==> src/rtl/frame_sequencer.sv <==
// APU frame sequencer: divides clk into quarter-frame ticks, drives 240/120 Hz strobes in 4/5-step modes.
// Optional macro FRAME_IRQ_EN enables the sticky frame IRQ; when undefined frame_irq is tied to 0.
module frame_sequencer #(
    parameter int unsigned QUARTER_PERIOD = 7457,
    parameter int unsigned PRESCALE_W     = 16
) (
    input  logic       clk,
    input  logic       rst_n,
    input  logic [7:0] reg_4017,
    input  logic       reg_change,
    input  logic       irq_clear,
    output logic       enable_240hz,
    output logic       enable_120hz,
    output logic       frame_irq,
    output logic [2:0] step
);
    localparam logic [PRESCALE_W-1:0] PRESCALE_LAST = PRESCALE_W'(QUARTER_PERIOD - 1);

    typedef enum logic [2:0] {
        STEP0 = 3'd0,
        STEP1 = 3'd1,
        STEP2 = 3'd2,
        STEP3 = 3'd3,
        STEP4 = 3'd4
    } step_e;

    step_e                 step_q, step_d;
    logic [PRESCALE_W-1:0] prescale_q, prescale_d;
    logic                  mode_q, mode_d;
    logic                  sync1_q, sync2_q, wr_stb_q;
    logic                  en240_d, en120_d;
    logic                  tick_c;
    logic                  irq_set_c;

    // State register: sync chain, write strobe, prescaler, step, mode and strobes
    always_ff @(posedge clk or negedge rst_n) begin
        if (!rst_n) begin
            sync1_q      <= 1'b0;
            sync2_q      <= 1'b0;
            wr_stb_q     <= 1'b0;
            prescale_q   <= '0;
            step_q       <= STEP0;
            mode_q       <= 1'b0;
            enable_240hz <= 1'b0;
            enable_120hz <= 1'b0;
        end else begin
            sync1_q      <= reg_change;
            sync2_q      <= sync1_q;
            wr_stb_q     <= sync1_q ^ sync2_q;
            prescale_q   <= prescale_d;
            step_q       <= step_d;
            mode_q       <= mode_d;
            enable_240hz <= en240_d;
            enable_120hz <= en120_d;
        end
    end

    // Next state: a register write restarts the sequence and overrides a coincident tick
    always_comb begin
        tick_c     = (prescale_q == PRESCALE_LAST);
        prescale_d = tick_c ? '0 : prescale_q + PRESCALE_W'(1);
        step_d     = step_q;
        mode_d     = mode_q;
        en240_d    = 1'b0;
        en120_d    = 1'b0;
        if (wr_stb_q) begin
            mode_d     = reg_4017[7];
            prescale_d = '0;
            step_d     = STEP0;
            en240_d    = reg_4017[7];
            en120_d    = reg_4017[7];
        end else if (tick_c) begin
            case (step_q)
                STEP0: begin
                    en240_d = 1'b1;
                    step_d  = STEP1;
                end
                STEP1: begin
                    en240_d = 1'b1;
                    en120_d = 1'b1;
                    step_d  = STEP2;
                end
                STEP2: begin
                    en240_d = 1'b1;
                    step_d  = STEP3;
                end
                STEP3: begin
                    if (mode_q) begin
                        step_d = STEP4;
                    end else begin
                        en240_d = 1'b1;
                        en120_d = 1'b1;
                        step_d  = STEP0;
                    end
                end
                STEP4: begin
                    en240_d = 1'b1;
                    en120_d = 1'b1;
                    step_d  = STEP0;
                end
                default: step_d = STEP0;
            endcase
        end
    end

    assign irq_set_c = tick_c && !wr_stb_q && !mode_q && (step_q == STEP3);
    assign step      = step_q;

`ifdef FRAME_IRQ_EN
    logic inhibit_q, inhibit_d;
    logic irq_q, irq_d;
    logic unused_bits;

    // IRQ flag: set beats irq_clear; an inhibiting write always clears
    always_comb begin
        inhibit_d = inhibit_q;
        irq_d     = irq_q;
        if (wr_stb_q) begin
            inhibit_d = reg_4017[6];
            if (reg_4017[6] || irq_clear) begin
                irq_d = 1'b0;
            end
        end else if (irq_set_c && !inhibit_q) begin
            irq_d = 1'b1;
        end else if (irq_clear) begin
            irq_d = 1'b0;
        end
    end

    always_ff @(posedge clk or negedge rst_n) begin
        if (!rst_n) begin
            inhibit_q <= 1'b0;
            irq_q     <= 1'b0;
        end else begin
            inhibit_q <= inhibit_d;
            irq_q     <= irq_d;
        end
    end

    assign frame_irq   = irq_q;
    assign unused_bits = ^reg_4017[5:0];
`else
    logic unused_bits;

    assign frame_irq   = 1'b0;
    assign unused_bits = ^{reg_4017[6:0], irq_clear, irq_set_c};
`endif

endmodule

==> config.mk <==
export PLATFORM = sky130hd
export DESIGN_NAME = frame_sequencer
export DESIGN_NICKNAME = d
export VERILOG_FILES = /design/src/rtl/frame_sequencer.sv
export SDC_FILE = /design/constraint.sdc
export NUM_CORES = 1
export LEC_CHECK = 0
export ABC_AREA = 1
export BUFFER_PORTS_ARGS = -buffer_cell sky130_fd_sc_hd__buf_2
export CAP_MARGIN = 20
export CORE_MARGIN = 10
export CORE_UTILIZATION = 60
export DETAILED_ROUTE_END_ITERATION = 16
export PLACE_DENSITY = 0.87
export SYNTH_ARGS = -nofsm -noshare
export SYNTH_HDL_FRONTEND = slang
export SYNTH_SLANG_ARGS = --single-unit
==> constraint.sdc <==
create_clock -name clk -period 2.1 [get_ports clk]
set_input_delay 0.315 -clock clk [delete_from_list [all_inputs] [get_ports clk]]
set_output_delay 0.315 -clock clk [all_outputs]
set_load 0.03 [all_outputs]
After elaboration in Yosys (flattened, before gate mapping) --
Cells that the tools add are included.
Storage, ports and cells: output and inout bits 6, bits in registers 25, input bits 12, word-level logic and storage cells 32
Operators by class: bitwise gates (word level) 1, multiplexer cells 13, equal/unequal tests 5, add/subtract/negate cells 1, reduce and logical (&&, ||, !) cells 4
Operators with widths (number):
- 2-to-1 mux 16 bit | 2
- adder 16 x 1 -> 16 bit, second input constant | 1
- == test 16 x 13 -> 1 bit, second input constant | 1
- one-hot mux 3 bit (4 select lines) | 1
- 2-to-1 mux 3 bit | 3
- == test 3 x 2 -> 1 bit, second input constant | 2
- 2-to-1 mux 1 bit | 5
- one-hot mux 1 bit (2 select lines) | 2
- OR reduction 4 bit | 1
- == test 3 x 1 -> 1 bit, second input constant | 1
- == test 3 bit, second input constant | 1
- zero test 3 bit | 1
- nonzero test 2 bit | 1
- OR reduction 2 bit | 1
- XOR 1 bit | 1

Logic depth before layout (Yosys ltp) --
Gate-level depths: netlist of the first run.
word-level depth 5, gate-level depth with buffers 8, mapped depth without buffers 8

Least setup slack after synthesis of the first run --
No wires, ideal clock.
kind reg-to-reg, start register prescale_q[0], end register step_q[0], in the netlist step[0], slack 0.941 ns, arrival 1.041 ns, cell stages (with the launch flop) 8, library setup time 0.118 ns, path through dfrtp_1 > inv_1 > ha_1 > nand2_1 > nor2_2 > nand2_4 > nand3_1 > nand2_1
Between the ends: cells in the longest elaborated chain, start to end 2
Ends and longest elaborated chain:
- start: declaration | line 28 | logic [PRESCALE_W-1:0] prescale_q, prescale_d;
- start signal: assignment | line 50 | prescale_q <= prescale_d;
- == test 16 x 13 -> 1 bit | line 60 | tick_c = (prescale_q == PRESCALE_LAST);
- nonzero test 2 bit (no line)
- end signal: assignment | line 51 | step_q <= step_d;
- end: declaration | line 27 | step_e step_q, step_d;
No other way between the ends. A chain may end at the register's enable or synchronous reset.

Worst setup path after layout of the first run --
start register prescale_q[1], end register prescale_q[12]
Between the ends: cells in the longest elaborated chain, start to end 3, elaborated cells between the ends (all ways) 4, those cells by class add/sub: 1; eq/ne: 1; mux: 2
Ends and longest elaborated chain:
- adder 16 x 1 -> 16 bit / == test 16 x 13 -> 1 bit (equally long branches) | line 61, 60
- 2-to-1 mux 16 bit * | line 61 | prescale_d = tick_c ? '0 : prescale_q + PRESCALE_W'(1);
- 2-to-1 mux 16 bit * | line 66 | if (wr_stb_q) begin
- net prescale_d[12] | line 28
The timed path passes the listed nets; every way through them passes the cells marked *.

==> impl_metrics.yaml, run 1 <==
outcome:
  status: "finished, final reports clean"
clock_tree:
  clk_latency_ps: 310
  ctsResizeCount: 0
  cts_max_level: 1
  cts_root_buf: "clkbuf_4"
  cts_tree: "done"
  cts_made_buffers: 3
  clkSlewWorstSetupHoldPaths_ps: 140
  cts_buffer_depth: 2
  cts_num_sinks: 25
  ctsHoldBuffers: 1
  post_cts_buffers: 0
global_routing:
  grt_use_total_pct: 12.8
  grt_pass1_vias: 1084
  grt_overflow: 0
  antenna_found_initial: 0
  grt_max_degree: 26
  grt_pass1_wl_microns: 4640
sta:
  finalCriticalPeriod_ps: 1410
  maxSlewViolCount: 0
  final_hold_viol_count: 0
  fmax_ghz: 0.710
  final.setup.tns_ps: 0
  worst_pin_slew_ps: 554
  clock_skew_ps: 9.83
  setup_viol: 0
  grt_setup_unrepaired: "false"
  min_period_over_period_pct: 67.1
  max-slew-margin-rel_pct: 63.1
route:
  first_pass_iters: 4
  avgViaCountPerCell: 5.18
  vias: 1170
  wl_microns: 2670
  drtIter0Drc: 79
  drc: 0
  wl_per_cell_microns: 11.8
  final_antenna_net_count: 0
power:
  p_per_area_mw_per_mm2: 555
  p_sw_mw: 0.220
  share_comb_of_total_power_pct: 10.1
  swShare_pct: 26.8
  internal_power_mw: 0.599
  power.static_leakage_nw: 0.689
  p_clk_share_pct: 26.1
  irDropWorstVdd_mv: 0.455
  pwr-share-seq_pct: 63.8
synthesis:
  syn_nets: 202
  synthesis.area_sq_mm: 0.00138
  yosys-top-cells-area: "dfrtp_1 (45%), nand2_1 (13%), nor2_1 (11%)"
  syn_area_per_cell_sq_um: 7.33
  synth_top_area_share_pct: 45.4
  yosys_warnings: 0
  synth_cells: 188
  synth_common_cells: "nand2_1 (48), nor2_1 (42), dfrtp_1 (25)"
  yosysMostFrequentCell: "nand2_1"
  ys_async_sr_fraction_pct: 100
  yosys_most_used_dff: "dfrtp_1"
  synth_edf_count: 0
  yosysSeqAreaShare_pct: 45.4
  ys_types: 24
  yosysTopAreaCell: "dfrtp_1"
  ys_ff_latch: 25
setup_path:
  critPathArrivalTime_ps: 1650
  path_class: "reg2reg"
  cp-end-kind: "flop"
  critical_path.max_fanout: 4
  required_ps: 2340
  start_kind: "flop"
layout:
  final_util_pct: 67.3
  layout-drive-gt1-share_pct: 11.1
  fillCellCount: 180
  area_delta_synth_final_pct: 7.08
  nets: 213
  diodes: 0
floorplanning:
  ioPinCount: 18
  die-area_sq_mm: 0.00461
  start_util_pct: 62.9
  std_cell_rows: 17
  die_width_microns: 67.9
  die_y_microns: 67.9
  core_sq_mm: 0.00219
flow_run:
  maxCapViolCount: 0
hold_path:
  hold_path_class: "in2reg"
place:
  post-dp-hpwl_microns: 2090
  io_buffers: 8
  routabilityCongestion: 0.915
==> area by class of cell <==
| type | count | area [sq um] | area share, % |
|---|---|---|---|
| Clock buffer | 3 | 22.5 | 1.53 |
| Timing Repair Buffer | 9 | 50.0 | 3.39 |
| Sequential cell | 25 | 626 | 42.4 |
| Inverter | 21 | 78.8 | 5.34 |
| Clock inverter | 1 | 7.51 | 0.509 |
| Tap cell | 28 | 35.0 | 2.37 |
| Multi-Input combinational cell | 139 | 656 | 44.4 |
==> registers in the layout (all words and copies together) (netlist names) <==
register,count
prescale_q,16
step,3
enable_120hz,1
enable_240hz,1
mode_q,1
sync1_q,1
sync2_q,1
wr_stb_q,1
==> cells in the final DEF (no fill, tap or decap) <==
cell type / netlist / routed
a21oi_1: 3 / 3
buf_2: 2 / 8
clkbuf_4: 0 / 3
clkinvlp_4: 0 / 1
conb_1: 1 / 1
dfrtp_1: 25 / 25
dlygate4sd3_1: 0 / 1
ha_1: 2 / 2
inv_1: 20 / 20
inv_2: 1 / 1
nand2_1: 48 / 48
nand2_2: 1 / 1
nand2_4: 2 / 2
nand3_1: 17 / 17
nand3_2: 1 / 1
nand3b_1: 1 / 1
nand4_1: 4 / 4
nor2_1: 42 / 42
nor2_2: 4 / 4
nor2_4: 1 / 1
nor3_1: 3 / 3
o21ai_0: 2 / 2
o21ai_1: 1 / 1
o21bai_1: 1 / 1
xnor2_1: 2 / 2
xor2_1: 3 / 3
==> worst max-delay path: stages, from the launching register on <==
cell     delay, ps
dfrtp_1        440
ha_1           230
nand2_2         90
nor2_1         200
nand3_1        120
nand2_1         80
nand3_1         60
nor2_1         120
==> stage by stage <==
step | worst slack [ps] | cell area, sq um | std cells | hold slack [ps] | power, mW
after floorplan | 941 | 1380 | 188 | 19.4 | 0.587
after global placement | 772 | 1440 | 221 | 325 | 0.607
after detailed placement | 743 | 1440 | 221 | 326 | 0.615
after CTS | 691 | 1480 | 226 | 84.8 | 0.826
after global routing | 577 | 1480 | 226 | 81.2 | 0.855
final | 692 | 1480 | 226 | 93.1 | 0.819
==> layer usage <==
metal  track usage, %  part of all wire, %
met4             4.52                  1.6
met5                0                    0
met1             15.3                   45
met3             2.61                  4.1
met2             22.2                   49
==> worst paths after layout <==
check / start / end / slack, ps / depth (start not counted)
max: prescale_q[1] / prescale_q[12] / 690 / 7
min: reg_change / sync1_q / 90 / 1
max in group asynchronous: rst_n / step[0] / 1230 / 2
min in group asynchronous: rst_n / prescale_q[15] / 500 / 2
min reg2reg: sync1_q / sync2_q / 420 / 0
max reg2reg: prescale_q[1] / prescale_q[12] / 690 / 7
==> power groups by stage <==
stage | Combinational (mW) | Sequential [mW] | Clock, mW
3_3_place_gp | 0.0768 | 0.530 | 0
3_5_place_dp | 0.0829 | 0.532 | 0
5_1_grt | 0.0930 | 0.526 | 0.236
6_report | 0.0829 | 0.523 | 0.214
4_1_cts | 0.0847 | 0.522 | 0.219
2_1_floorplan | 0.0574 | 0.529 | 0
==> cells by family after synthesis <==
group | after synthesis | synth area share (%)
other | 1 | 0.272
adder cells (fa/ha/maj) | 2 | 1.82
XOR/XNOR | 5 | 3.18
AO/OA/AOI/OAI | 7 | 2.72
flip-flops | 25 | 45.4
buffers and inverters | 24 | 6.99
AND/OR/NAND/NOR | 124 | 39.6
Note: power is estimated with default switching activity, not from simulation.
==> inputs of run 2 (changes only) <==
--- a/config.mk
+++ b/config.mk
@@ -9,9 +9,9 @@
 export BUFFER_PORTS_ARGS = -buffer_cell sky130_fd_sc_hd__buf_2
 export CAP_MARGIN = 20
 export CORE_MARGIN = 10
-export CORE_UTILIZATION = 60
+export CORE_UTILIZATION = 56
 export DETAILED_ROUTE_END_ITERATION = 16
-export PLACE_DENSITY = 0.87
+export PLACE_DENSITY = 0.83
 export SYNTH_ARGS = -nofsm -noshare
 export SYNTH_HDL_FRONTEND = slang
 export SYNTH_SLANG_ARGS = --single-unit
==> constraint.sdc (replaced) <==
create_clock -name clk -period 1.3 [get_ports clk]
set_input_delay 0.195 -clock clk [delete_from_list [all_inputs] [get_ports clk]]
set_output_delay 0.195 -clock clk [all_outputs]
set_load 0.03 [all_outputs]
==> impl_metrics.yaml, run 2 (same netlist as run 1, synthesis figures left out) <==
setup_path:
  required_ps: 1580
  critPathArrivalTime_ps: 1550
  start_kind: "flop"
  path_class: "reg2reg"
  crit_slowest_cell: "dfrtp_2"
  crit_buf_inv: 1
  critical_path.max_fanout: 6
  max_stage_delay_ps: 460
  critPathTopFamily: "simple AND/OR/NAND/NOR gates"
  crit_path_cell_trace: "inv_1 > ha_2 > nand2_2 > nor2_4 > nand2_4 > nand2_4 > nand2_1 > nand2_1"
  cp-end-kind: "flop"
place:
  io_buffers: 8
  dp_cells: 223
  routabilityCongestion: 0.893
  post-dp-hpwl_microns: 2100
global_routing:
  top_usage_layer: "met2"
  grt_pass1_wl_microns: 5020
  met2_usage_pct: 19.8
  use_met1_pct: 14.1
  grtUsageMet3_pct: 3.28
  grt_pass1_vias: 1165
  grt_max_degree: 26
  grt_overflow: 0
  grt_use_total_pct: 12.0
  antenna_found_initial: 0
route:
  wl_microns: 3010
  final_antenna_net_count: 0
  vias: 1257
  avgViaCountPerCell: 5.30
  first_pass_iters: 4
  drtIter0Drc: 86
  wl_per_cell_microns: 12.7
  drc: 0
hold_path:
  hold_path_class: "in2reg"
floorplanning:
  start_util_pct: 60.5
  die-area_sq_mm: 0.00484
  ioPinCount: 18
  die_width_microns: 69.6
  std_cell_rows: 17
  die_y_microns: 69.6
  core_sq_mm: 0.00228
sta:
  max-slew-margin-rel_pct: 60.9
  worst_pin_slew_ps: 586
  final_hold_viol_count: 0
  fmax_ghz: 0.785
  finalCriticalPeriod_ps: 1270
  min_period_over_period_pct: 98.0
  clock_skew_ps: 6.66
  maxSlewViolCount: 0
  setup_viol: 0
  grt_setup_unrepaired: "true"
flow_run:
  maxCapViolCount: 0
clock_tree:
  clk_latency_ps: 320
  cts_tree: "done"
  cts_buffer_depth: 2
  cts_max_level: 1
  cts_root_buf: "clkbuf_4"
  cts_made_buffers: 3
  cts_num_sinks: 25
  clkSlewWorstSetupHoldPaths_ps: 140
power:
  swShare_pct: 27.8
  power.static_leakage_nw: 0.745
  irDropWorstVdd_mv: 0.813
  pwr-share-seq_pct: 60.3
  p_clk_share_pct: 25.7
  p_sw_mw: 0.389
  internal_power_mw: 1.01
  p_per_area_mw_per_mm2: 862
  share_comb_of_total_power_pct: 14.0
layout:
  nets: 224
  final_cells: 237
  diodes: 0
  area_delta_synth_final_pct: 17.8
  final_common_cell: "nand2_1"
  largest_reg_flops: 16
  largest_register: "prescale_q"
  layout-drive-gt1-share_pct: 23.9
  final_util_pct: 71.3
  final_cell_mix: "nand2_1 (44), nor2_1 (37), dfrtp_1 (20)"
outcome:
  status: "finished, final reports clean"
==> run 2: cell types whose count changed in the layout (fill, tap and decap cells not counted), sizes merged <==
cell	change
buf	+9
dlygate4sd3	+1
nand2	+1
==> run 2: final timing paths <==
check	slack [ps]	endpoint	from	cells past startpoint
hold reg to reg	420	sync2_q	sync1_q	0
setup / recovery	30	step[2]	prescale_q[1]	8
setup reg to reg	30	step[2]	prescale_q[1]	8
max in group asynchronous	500	prescale_q[4]	rst_n	2
hold / removal	140	mode_q	reg_4017[7]	3
min in group asynchronous	380	prescale_q[11]	rst_n	2
==> run 2: per-layer routing <==
| layer | share of wire, % | up-vias |
|---|---|---|
| met5 | 0 | - |
| met4 | 1.0 | 0 |
| met3 | 4.5 | 4 |
| met2 | 50 | 25 |
| met1 | 44 | 601 |
| li1 | - | 627 |
==> run 2: cell type report <==
cell class                 instances  area, sq um
timing repair buffer              19          128
inverter                          21         78.8
tap                               28         35.0
clock buffer                       3         22.5
sequential                        25          632
multi-input combinational        140          719
fill                             176          653
clock inverter                     1         7.51
==> run 2: power by group through the flow <==
stage	sequential [mW]	combinational [mW]	clock, mW
2_1_floorplan	0.855	0.0928	0
3_3_place_gp	0.848	0.143	0
3_5_place_dp	0.851	0.147	0
4_1_cts	0.833	0.175	0.373
5_1_grt	0.850	0.219	0.416
6_report	0.844	0.196	0.359
==> run 2: worst min-delay path, cell delays in order <==
cell and delay, ps:
buf_2 80, nand2_1 90, nand2_1 80
==> run 2: per-stage QoR <==
stage / hold slack [ps] / power [mW] / setup TNS, ps / cell area [sq um] / setup slack [ps]
final: 138 / 1.40 / 0 / 1620 / 25.8
after global routing: 147 / 1.49 / -523 / 1620 / -77.0
after CTS: 135 / 1.38 / 0 / 1520 / 4.35
after detailed placement: 218 / 0.998 / -31.6 / 1450 / -18.0
after global placement: 211 / 0.991 / 0 / 1450 / 30.3
after floorplan: -101 / 0.948 / 0 / 1380 / 141
==> run 2: what timing repair did <==
| action | CTS | global route |
|---|---|---|
| hold buffers | 2 | 0 |
| endpoints found under the hold margin | 26 | 0 |
| setup buffers | 3 | 4 |
| pin swaps | 1 | 9 |
| gates cloned | 0 | 1 |
| gates resized for setup | 0 | 22 |
| setup endpoints to repair | 5 | 20 |
==> inputs of run 3 (changes only) <==
==> constraint.sdc (replaced) <==
create_clock -name clk -period 1.2 [get_ports clk]
set_input_delay 0.18 -clock clk [delete_from_list [all_inputs] [get_ports clk]]
set_output_delay 0.18 -clock clk [all_outputs]
set_load 0.03 [all_outputs]
==> impl_metrics.yaml, run 3 (same netlist as run 1, synthesis figures left out) <==
outcome:
  status: "finished, violations left"
  violations: "negative setup slack"
clock_tree:
  clk_latency_ps: 330
  clkSlewWorstSetupHoldPaths_ps: 140
  cts_buffer_depth: 2
  cts_num_sinks: 25
  cts_max_level: 1
  cts_made_buffers: 3
  cts_tree: "done"
  cts_root_buf: "clkbuf_4"
sta:
  fmax_ghz: 0.761
  maxSlewViolCount: 0
  final_hold_viol_count: 0
  finalCriticalPeriod_ps: 1310
  final.setup.tns_ps: -671
  clock_skew_ps: 2.90
  max-slew-margin-rel_pct: 62.5
  setup_slack_ps: -114
  min_period_over_period_pct: 109
  worst_pin_slew_ps: 562
  setup_viol: 14
  grt_setup_unrepaired: "true"
global_routing:
  grt_pass1_vias: 1288
  antenna_found_initial: 0
  grt_pass1_wl_microns: 5440
  grt_overflow: 0
  grt_max_degree: 26
  grt_use_total_pct: 13.3
power:
  internal_power_mw: 1.09
  share_comb_of_total_power_pct: 14.4
  finalPower_mw: 1.52
  p_clk_share_pct: 26.1
  p_sw_mw: 0.429
  p_per_area_mw_per_mm2: 889
  pwr-share-seq_pct: 59.5
  power.static_leakage_nw: 0.804
  irDropWorstVdd_mv: 0.831
  swShare_pct: 28.2
setup_path:
  r2r-end: "prescale_q[12]"
  critPathArrivalTime_ps: 1550
  critPathTopFamily: "simple AND/OR/NAND/NOR gates"
  crit_buf_inv: 0
  crit_path_cell_trace: "ha_2 > nand2_4 > nor2_4 > nand3_1 > nor2_1 > nor2_1"
  cp_common_cell: "nor2_1"
  critical_path.max_fanout: 6
  crit_slowest_cell: "dfrtp_1"
  r2r_slack_ps: -110
  cp-end-kind: "flop"
  required_ps: 1440
  start_kind: "flop"
  path_class: "reg2reg"
  max_stage_delay_ps: 400
  rr_worst_depth: 6
  r2r-start: "prescale_q[1]"
place:
  place_area_sq_mm: 0.00150
  post-dp-hpwl_microns: 2160
  io_buffers: 8
  routabilityCongestion: 0.950
hold_path:
  hold_path_class: "in2reg"
  min_from: "reg_4017[7]"
  holdPathEnd: "enable_120hz"
  hold_depth: 3
route:
  first_pass_iters: 4
  avgViaCountPerCell: 5.43
  wl_per_cell_microns: 14.4
  drc: 0
  vias: 1336
  drtIter0Drc: 90
  final_antenna_net_count: 0
  wl_microns: 3540
floorplanning:
  die_y_microns: 69.6
  die_width_microns: 69.6
  ioPinCount: 18
  core_sq_mm: 0.00228
  std_cell_rows: 17
  start_util_pct: 60.5
  die-area_sq_mm: 0.00484
layout:
  area_delta_synth_final_pct: 24.2
  largest_reg_flops: 16
  design_area_sq_mm: 0.00171
  diodes: 0
  final_common_cell: "nand2_1"
  seqCellArea_sq_um: 631
  layout-drive-gt1-share_pct: 26.6
  fillCellCount: 171
  final_cell_mix: "nand2_1 (44), nor2_1 (37), dfrtp_1 (21)"
  largest_register: "prescale_q"
  nets: 233
  multiInputGateArea_sq_um: 731
flow_run:
  maxCapViolCount: 0
run 3: repair_timing:
item,4_1_cts,5_1_grt
endpoints found under the hold margin,26,0
hold buffers,2,0
gates cloned,1,0
pin swaps,3,7
setup buffers,3,6
gates resized for setup,6,22
endpoints found under the setup margin,18,21
run 3: worst max path at each step:
stage	from	end	slack [ps]	depth (start not counted)
after floorplan	prescale_q[0]	step[0]	40	7
after global placement	prescale_q[0]	step[1]	-20	8
after detailed placement	prescale_q[1]	prescale_q[12]	-80	7
after CTS	prescale_q[1]	prescale_q[12]	-50	7
after global routing	prescale_q[7]	prescale_q[14]	-270	6
final	prescale_q[1]	prescale_q[12]	-110	6
run 3: metal layers:
layer | track usage (%) | wire (microns) | vias up | share of wire (%)
met4 | 5.99 | 87 | 0 | 2.5
met2 | 23.0 | 1850 | 48 | 52
li1 | - | - | 646 | -
met3 | 4.99 | 206 | 12 | 5.8
met5 | 0 | 0 | - | 0
met1 | 14.0 | 1400 | 630 | 40
run 3: worst min-delay path, stage by stage:
cell and delay (ps):
buf_2 80, nand2_1 80, nand2_1 80
run 3: power by group through the flow:
stage               combinational (mW)  sequential [mW]  clock, mW
floorplan                        0.101            0.926          0
global placement                 0.192            0.915          0
detailed placement               0.200            0.917          0
CTS                              0.211            0.901      0.399
global route                     0.243            0.908      0.441
finish                           0.219            0.904      0.397
run 3: layout make-up:
| cell class | count | share of cell area [%] |
|---|---|---|
| multi-input cells | 140 | 42.7 |
| flip-flops and latches | 25 | 36.9 |
| repair buffers | 28 | 12.0 |
| inverters | 21 | 4.61 |
| well taps | 28 | 2.05 |
| clock buffers | 3 | 1.32 |
| clock inverters | 1 | 0.439 |
run 3: stage by stage:
stage / hold slack (ps) / utilization, % / std cells / setup slack (ps)
3_5_place_dp: 198 / 66.0 / 230 / -80.5
6_report: 110 / 75.2 / 246 / -114
4_1_cts: 92.3 / 70.3 / 240 / -49.1
2_1_floorplan: -116 / - / 188 / 40.9
3_3_place_gp: 195 / 66.0 / 230 / -22.5
5_1_grt: 96.8 / 75.2 / 246 / -274
